--- src/rtl/mem_bus_arbiter.sv ---
// Two-master / one-slave physical memory bus arbiter.
// Master 0 is the instruction-side MMU, master 1 the data-side MMU.
// Ownership is granted round-robin and held while an access is outstanding.
// An access the slave never completes is aborted after TIMEOUT cycles.
//
// Handshake: a strobe (mN_we / mN_rd) is one cycle wide and is only passed to
// the slave while that master owns the bus, s_gnt=1 and s_hrd=0. A passed
// strobe opens an access, which is closed by s_ready (or by a timeout abort).
// The owner sees s_ready/s_spo directly; the non-owner sees ready=0, spo=0.
`timescale 1ns/1ps
module mem_bus_arbiter #(
    parameter int TIMEOUT = 1024,
    parameter int TCW     = $clog2(TIMEOUT) + 1
) (
    input  logic        clk,
    input  logic        rst,
    // master 0 (instruction MMU)
    input  logic        m0_req,
    output logic        m0_gnt,
    output logic        m0_hrd,
    input  logic [31:0] m0_a,
    input  logic [31:0] m0_d,
    input  logic        m0_we,
    input  logic        m0_rd,
    output logic [31:0] m0_spo,
    output logic        m0_ready,
    // master 1 (data MMU)
    input  logic        m1_req,
    output logic        m1_gnt,
    output logic        m1_hrd,
    input  logic [31:0] m1_a,
    input  logic [31:0] m1_d,
    input  logic        m1_we,
    input  logic        m1_rd,
    output logic [31:0] m1_spo,
    output logic        m1_ready,
    // slave side
    output logic        s_req,
    input  logic        s_gnt,
    input  logic        s_hrd,
    output logic [31:0] s_a,
    output logic [31:0] s_d,
    output logic        s_we,
    output logic        s_rd,
    input  logic [31:0] s_spo,
    input  logic        s_ready,
    // abort reporting
    output logic        err_timeout,
    output logic        err_master,
    // current arbiter state, for observation
    output logic [1:0]  dbg_state
);

    typedef enum logic [1:0] {
        IDLE = 2'b00,
        OWN0 = 2'b01,
        OWN1 = 2'b10
    } state_t;

    // Counter value in the cycle whose increment reaches TIMEOUT-1 (abort cycle).
    localparam logic [TCW-1:0] CNT_HIT = TCW'(TIMEOUT - 2);
    localparam logic [TCW-1:0] CNT_MAX = TCW'(TIMEOUT - 1);

    state_t         state, state_nxt;
    logic           last, last_nxt;        // master that owned the bus most recently
    logic           pending, pending_nxt;  // an access is waiting for s_ready
    logic [TCW-1:0] cnt, cnt_nxt;          // cycles spent waiting on the slave

    logic           active, sel, strobe, timeout_hit;
    logic           o_req, o_we, o_rd, o_rdy;
    logic [31:0]    o_a, o_d, o_spo;

    assign dbg_state = state;

    // State, last-owner, pending flag and timeout counter registers.
    always_ff @(posedge clk) begin
        if (rst) begin
            state   <= IDLE;
            last    <= 1'b1;
            pending <= 1'b0;
            cnt     <= '0;
        end else begin
            state   <= state_nxt;
            last    <= last_nxt;
            pending <= pending_nxt;
            cnt     <= cnt_nxt;
        end
    end

    // Arbitration, owner muxing, access tracking and per-master output routing.
    always_comb begin
        state_nxt   = state;
        last_nxt    = last;
        pending_nxt = pending;
        cnt_nxt     = cnt;
        active      = 1'b0;
        sel         = 1'b0;
        strobe      = 1'b0;
        timeout_hit = 1'b0;
        o_req       = 1'b0;
        o_we        = 1'b0;
        o_rd        = 1'b0;
        o_a         = '0;
        o_d         = '0;
        o_rdy       = 1'b0;
        o_spo       = '0;
        m0_gnt      = 1'b0;
        m0_hrd      = 1'b0;
        m1_gnt      = 1'b0;
        m1_hrd      = 1'b0;
        m0_ready    = 1'b1;
        m1_ready    = 1'b1;
        m0_spo      = '0;
        m1_spo      = '0;
        s_req       = 1'b0;
        s_a         = '0;
        s_d         = '0;
        s_we        = 1'b0;
        s_rd        = 1'b0;
        err_timeout = 1'b0;
        err_master  = 1'b0;

        case (state)
            IDLE: begin
                // On a tie the master that did not own the bus last wins.
                if (m0_req && (!m1_req || last)) begin
                    state_nxt = OWN0;
                end else if (m1_req) begin
                    state_nxt = OWN1;
                end
            end
            OWN0: begin
                active = 1'b1;
                sel    = 1'b0;
            end
            OWN1: begin
                active = 1'b1;
                sel    = 1'b1;
            end
            default: state_nxt = IDLE;
        endcase

        if (active) begin
            o_req = sel ? m1_req : m0_req;
            o_a   = sel ? m1_a   : m0_a;
            o_d   = sel ? m1_d   : m0_d;
            o_we  = sel ? m1_we  : m0_we;
            o_rd  = sel ? m1_rd  : m0_rd;

            s_req  = o_req & ~s_hrd;
            s_a    = o_a;
            s_d    = o_d;
            s_we   = o_we & s_gnt & ~s_hrd;
            s_rd   = o_rd & s_gnt & ~s_hrd;
            strobe = s_we | s_rd;

            // A new strobe beats a same-cycle s_ready: it opens a fresh access.
            if (strobe) begin
                pending_nxt = 1'b1;
                cnt_nxt     = '0;
            end else if (pending && s_ready) begin
                pending_nxt = 1'b0;
            end else if (pending) begin
                if (cnt == CNT_HIT) begin
                    timeout_hit = 1'b1;
                    pending_nxt = 1'b0;
                end
                if (cnt != CNT_MAX) begin
                    cnt_nxt = cnt + 1'b1;
                end
            end

            o_rdy       = timeout_hit | s_ready;
            o_spo       = timeout_hit ? 32'h0 : s_spo;
            err_timeout = timeout_hit;
            err_master  = timeout_hit & sel;

            // Release only once nothing is outstanding; IDLE always lasts a cycle.
            if (timeout_hit || (!o_req && !pending_nxt)) begin
                state_nxt = IDLE;
                last_nxt  = sel;
            end

            if (sel) begin
                m1_gnt   = 1'b1;
                m0_hrd   = 1'b1;
                m1_ready = o_rdy;
                m1_spo   = o_spo;
                m0_ready = 1'b0;
            end else begin
                m0_gnt   = 1'b1;
                m1_hrd   = 1'b1;
                m0_ready = o_rdy;
                m0_spo   = o_spo;
                m1_ready = 1'b0;
            end
        end
    end

endmodule

--- config.mk ---
export PLATFORM = sky130hd
export DESIGN_NAME = mem_bus_arbiter
export DESIGN_NICKNAME = d
export VERILOG_FILES = /design/src/rtl/mem_bus_arbiter.sv
export SDC_FILE = /design/constraint.sdc
export NUM_CORES = 1
export LEC_CHECK = 0
export CAP_MARGIN = 25
export CORE_AREA = 2 2 123 125
export CTS_BUF_LIST = sky130_fd_sc_hd__clkbuf_16
export CTS_CLUSTER_SIZE = 16
export DETAILED_ROUTE_END_ITERATION = 7
export DIE_AREA = 0 0 125 127
export GPL_TIMING_DRIVEN = 0
export PLACE_DENSITY = 0.66
export SYNTH_ARGS = -nofsm -noshare
export SYNTH_HDL_FRONTEND = slang
export SYNTH_SLANG_ARGS = --single-unit
--- constraint.sdc ---
create_clock -name clk -period 3.4 [get_ports clk]
set_input_delay 0.68 -clock clk [delete_from_list [all_inputs] [get_ports clk]]
set_output_delay 0.68 -clock clk [all_outputs]
set_load 0.03 [all_outputs]
==> impl.org <==
** Run status
- The run finished with clean final reports.

** Routing
- Dividing the detail-routed via count by the number of cells gives between 4 and 5.
- Routed length on met2 :: 7410 um
- For this block, wires on met1 add up to 6270 um.
- Number of remaining DRC errors :: 0
- Detailed routing placed a total of ~940 um of wire on met3.
- Iteration-0 DRC Markers :: 102
- Via count :: 3569
- Post-DR wirelength/cell :: 17.7 um
- Before antenna repair, the detailed router went through 4 iterations.
- Count of antenna-violating nets left after detailed routing :: 0
- Wirelength, routed :: 14700 um
- The highest layer touched by signal routing is met4.

** Logic synthesis
- Counting flops with a built-in enable in the synthesized netlist gives 0.
- The synthesized design contains 15 register bits.
- Summed over all instances, the cell type with the most area after synthesis is mux2i_1.
- Synthesis produced a netlist with a net count of approximately 510.
- Each instance of the synthesized netlist takes up on average 7.64 um^2.
- After synthesis the cells add up to ~0.0025 mm^2.
- During synthesis, Yosys emitted a total of 0 warnings.
- Share of the synthesized area in the top cell type :: 0.269
- Count of different cell masters after synthesis :: 41
- Proportion of synthesized chip area in sequential cells :: 0.119
- Post-synth ARST share :: 0
- Cells after synthesis :: 331
- Main synth FF type :: dfxtp_1
- Leading cell types by total area after synthesis :: mux2i_1, nor2b_1, and2_1

** Clock network
- In this run the clock root is driven by a clkbuf_16.
- The number of hold buffers added after CTS was 0.
- Latest clock arrival within the worst-skew pair :: 0.25 ns
- TritonCTS built the clock tree.
- Reg clk slew, reported paths :: approximately 0.050 ns
- The clock net in this run drives a total of 15 sinks.
- CTS built an H-tree with a depth of 1.
- TritonCTS created 3 clock buffers.
- Largest buffer count on any clock path :: 2

** Setup path
- Worst setup slack for register-to-register paths :: around 0.99 ns
- Depth of the most critical reg-to-reg path :: 10
- The most critical setup path has its startpoint at dbg_state[0].
- Type of the worst setup path :: reg -> out
- Critical path data arrival time :: between 2 and 3 ns
- Reg-to-reg critical path startpoint :: dbg_state[0]
- The endpoint identified for the worst register-to-register timing path is last.
- The worst setup path is launched from a flip-flop.
- Data on the critical path is required at its endpoint by ~2.7 ns.
- Kind of end point of the critical path :: output pin
- In this run the worst setup path terminates at s_a[27].
- Peak fanout along the critical path :: 10

** Die
- The initialized floorplan defines 44 standard-cell rows.
- The die covers 0.0159 mm^2.
- The floorplan step set the die width to 125 um.
- Vertical die dimension :: 127 um
- For this design the top-level I/O count stands at 312.
- For this configuration, the core starts out at a cell density of 0.175.
- Core outline area :: 0.0144 mm^2

** Layout
- Share of final-layout standard cells stronger than drive strength 1 :: 0.178
- For this run, the share of the core covered by cells in the final layout is 0.412.
- Post-layout nets :: about 830
- The area growth from synthesis to layout is 135%.
- The layout has between 1k and 1.5k filler cells.
- The repair_antennas step left the layout with diodes totalling 0.
- Post-route cell area :: 0.00595 mm^2

** STA
- Setup repair after global routing left no endpoint under its margin.
- Min cycle time layout :: 3.27 ns
- Worst Hold Slack :: 0.440 ns
- Setup violations remaining at the end of the flow were counted as 0.
- Accumulated negative setup slack :: 0 ns
- Maximum achievable frequency :: 306 MHz
- Final hold vios :: 0
- The worst pin sits at a relative slew slack of 0.521.
- Share of the cycle needed by the critical path after routing :: 0.961
- Across the routed clock network, the largest skew measured is around 0.0012 ns.
- Measured slew at the worst slew-check pin :: 0.719 ns
- Pins Over Slew Limit :: 0

** GRT
- Initial antenna violation count :: 0
- After global routing the overflow that remains totals 0.
- Total global-route track usage :: 0.172
- Entering global routing, the biggest net connects 11 pins.
- Number of global-route vias before repair :: around 3.7k
- The first global-routing pass estimated roughly 22000 um of wire.

** Pwr
- Total power for the finished layout comes to between 2 and 3 mW.
- Areal power density over the cells :: approximately 460 mW/mm^2
- IR analysis of the VDD net gives a maximum drop of 0.000300 V.
- Summed over all cells, the static leakage comes to 2.60 nW.

** Flow run
- Max-cap violations in this run came to 0.

** Placed design
- The placed instances occupy a cell area of 0.00586 mm^2.
- Total half-perimeter wirelength after legalization and detailed placement :: 12300 um
- Routability-driven placement finished with a final weighted congestion of 0.862.
- The count of buffers added on input and output ports is 310.

** Worst hold path
- Worst hold path cell count :: 2
- Hold crit path type :: reg -> reg
-- per-layer routing --
layer / global-route usage / up-vias
met4: 0.0105 / 0
li1: - / 1752
met1: 0.213 / 1665
met5: 0 / -
met2: 0.319 / 140
met3: 0.0369 / 12
-- synthesized netlist by cell type, drive strengths merged, types with 3 or more instances --
master / instances
xor2: 5
nor2: 16
mux2i: 68
and2: 65
dfxtp: 15
a211oi: 4
nand3: 3
nor3b: 3
clkbuf: 16
a21o: 3
a21oi: 3
nand2b: 3
ha: 6
nor3: 3
and3: 6
o211ai: 3
nor2b: 67
buf: 11
inv: 5
nand2: 6
-- timing repair --
| item | 4_1_cts | 5_1_grt |
|---|---|---|
| pin swaps | 2 | 0 |
| setup buffers | 3 | 0 |
| setup endpoints to repair | 135 | 111 |
| resized for setup | 263 | 118 |
| gates cloned | 2 | 0 |
-- cell type report --
class	count	area, um^2	share of cell area
Clock buffer	3	75.1	0.0126
Multi-Input combinational cell	284	2130	0.359
Sequential cell	15	304	0.0511
Clock inverter	1	5.00	0.000842
Tap cell	184	230	0.0387
Buffer	27	188	0.0316
Inverter	5	18.8	0.00316
Timing Repair Buffer	315	2990	0.503
-- per-stage QoR --
stage	instances	worst slack (ns)
floorplan	331	0.0494
detailed placement	825	-0.706
finish	834	0.133
global placement	825	-0.645
CTS	834	0.00520
global route	834	0.000146
-- cells by family (layout without fill, tap and decap cells) --
kind of cell / count (synthesis) / count (layout) / synth area share
muxes: 70 / 70 / 0.278
xor gates and xnor gates: 7 / 7 / 0.0242
AOI/OAI and AO/OA: 24 / 24 / 0.0727
adders and majority gates: 6 / 6 / 0.0297
DFF: 15 / 15 / 0.119
buffers and inverters: 32 / 351 / 0.0549
and+or+nand+nor: 177 / 177 / 0.422
-- layout by cell type, fill, tap and decap left out, types with 2 or more instances in the layout --
cell type | synthesis | layout
a211oi_1 | 4 | 4
a21o_1 | 3 | 3
a21oi_1 | 2 | 2
and2_1 | 65 | 64
and3_1 | 5 | 5
and4_1 | 2 | 2
buf_2 | 3 | 30
buf_4 | 3 | 13
buf_6 | 0 | 3
clkbuf_16 | 0 | 3
clkbuf_2 | 3 | 19
clkbuf_4 | 0 | 7
clkbuf_8 | 0 | 3
clkdlybuf4s15_1 | 0 | 2
clkdlybuf4s15_2 | 0 | 25
clkdlybuf4s50_1 | 0 | 207
dfxtp_1 | 15 | 14
dlygate4sd2_1 | 0 | 15
dlymetal6s2s_1 | 0 | 15
ha_1 | 6 | 6
inv_1 | 5 | 5
mux2i_1 | 68 | 66
mux2i_4 | 0 | 2
nand2_1 | 6 | 6
nand2b_1 | 3 | 2
nand3_1 | 3 | 3
nand4_1 | 2 | 2
nor2_1 | 16 | 15
nor2b_1 | 67 | 67
nor3_1 | 3 | 3
nor3b_1 | 2 | 2
o2111ai_1 | 2 | 2
o211ai_1 | 3 | 3
o21ai_0 | 2 | 2
xnor2_1 | 2 | 2
xor2_1 | 5 | 5
-- how the worst min path moves through the flow --
stage / from / end / slack, ns
2_1_floorplan: cnt[10] / cnt[10] / 0.42
3_3_place_gp: cnt[10] / cnt[10] / 0.43
3_5_place_dp: cnt[10] / cnt[10] / 0.43
4_1_cts: cnt[10] / cnt[10] / 0.44
5_1_grt: cnt[10] / cnt[10] / 0.46
6_report: cnt[10] / cnt[10] / 0.44
-- sequential cells by signal, indices dropped and copies added (netlist names) --
name,cells
cnt,11
dbg_state,2
last,1
pending,1
-- critical path: stages (launching register included) --
cell and delay [ns]:
dfxtp_4 0.36, inv_1 0.10, ha_1 0.21, buf_6 0.21, buf_4 0.25, buf_4 0.28, mux2i_1 0.11, nor2b_1 0.11
clkdlybuf4s50_1 0.69
-- power breakdown --
part / internal [mW] / switching (mW) / leakage (nW) / total (mW)
logic: 0.986 / 1.33 / 2.43 / 2.31
registers: 0.187 / 0.0120 / 0.122 / 0.199
clock network: 0.157 / 0.0750 / 0.0409 / 0.232
total: 1.33 / 1.41 / 2.60 / 2.74
(Power assumes the default switching activity.)
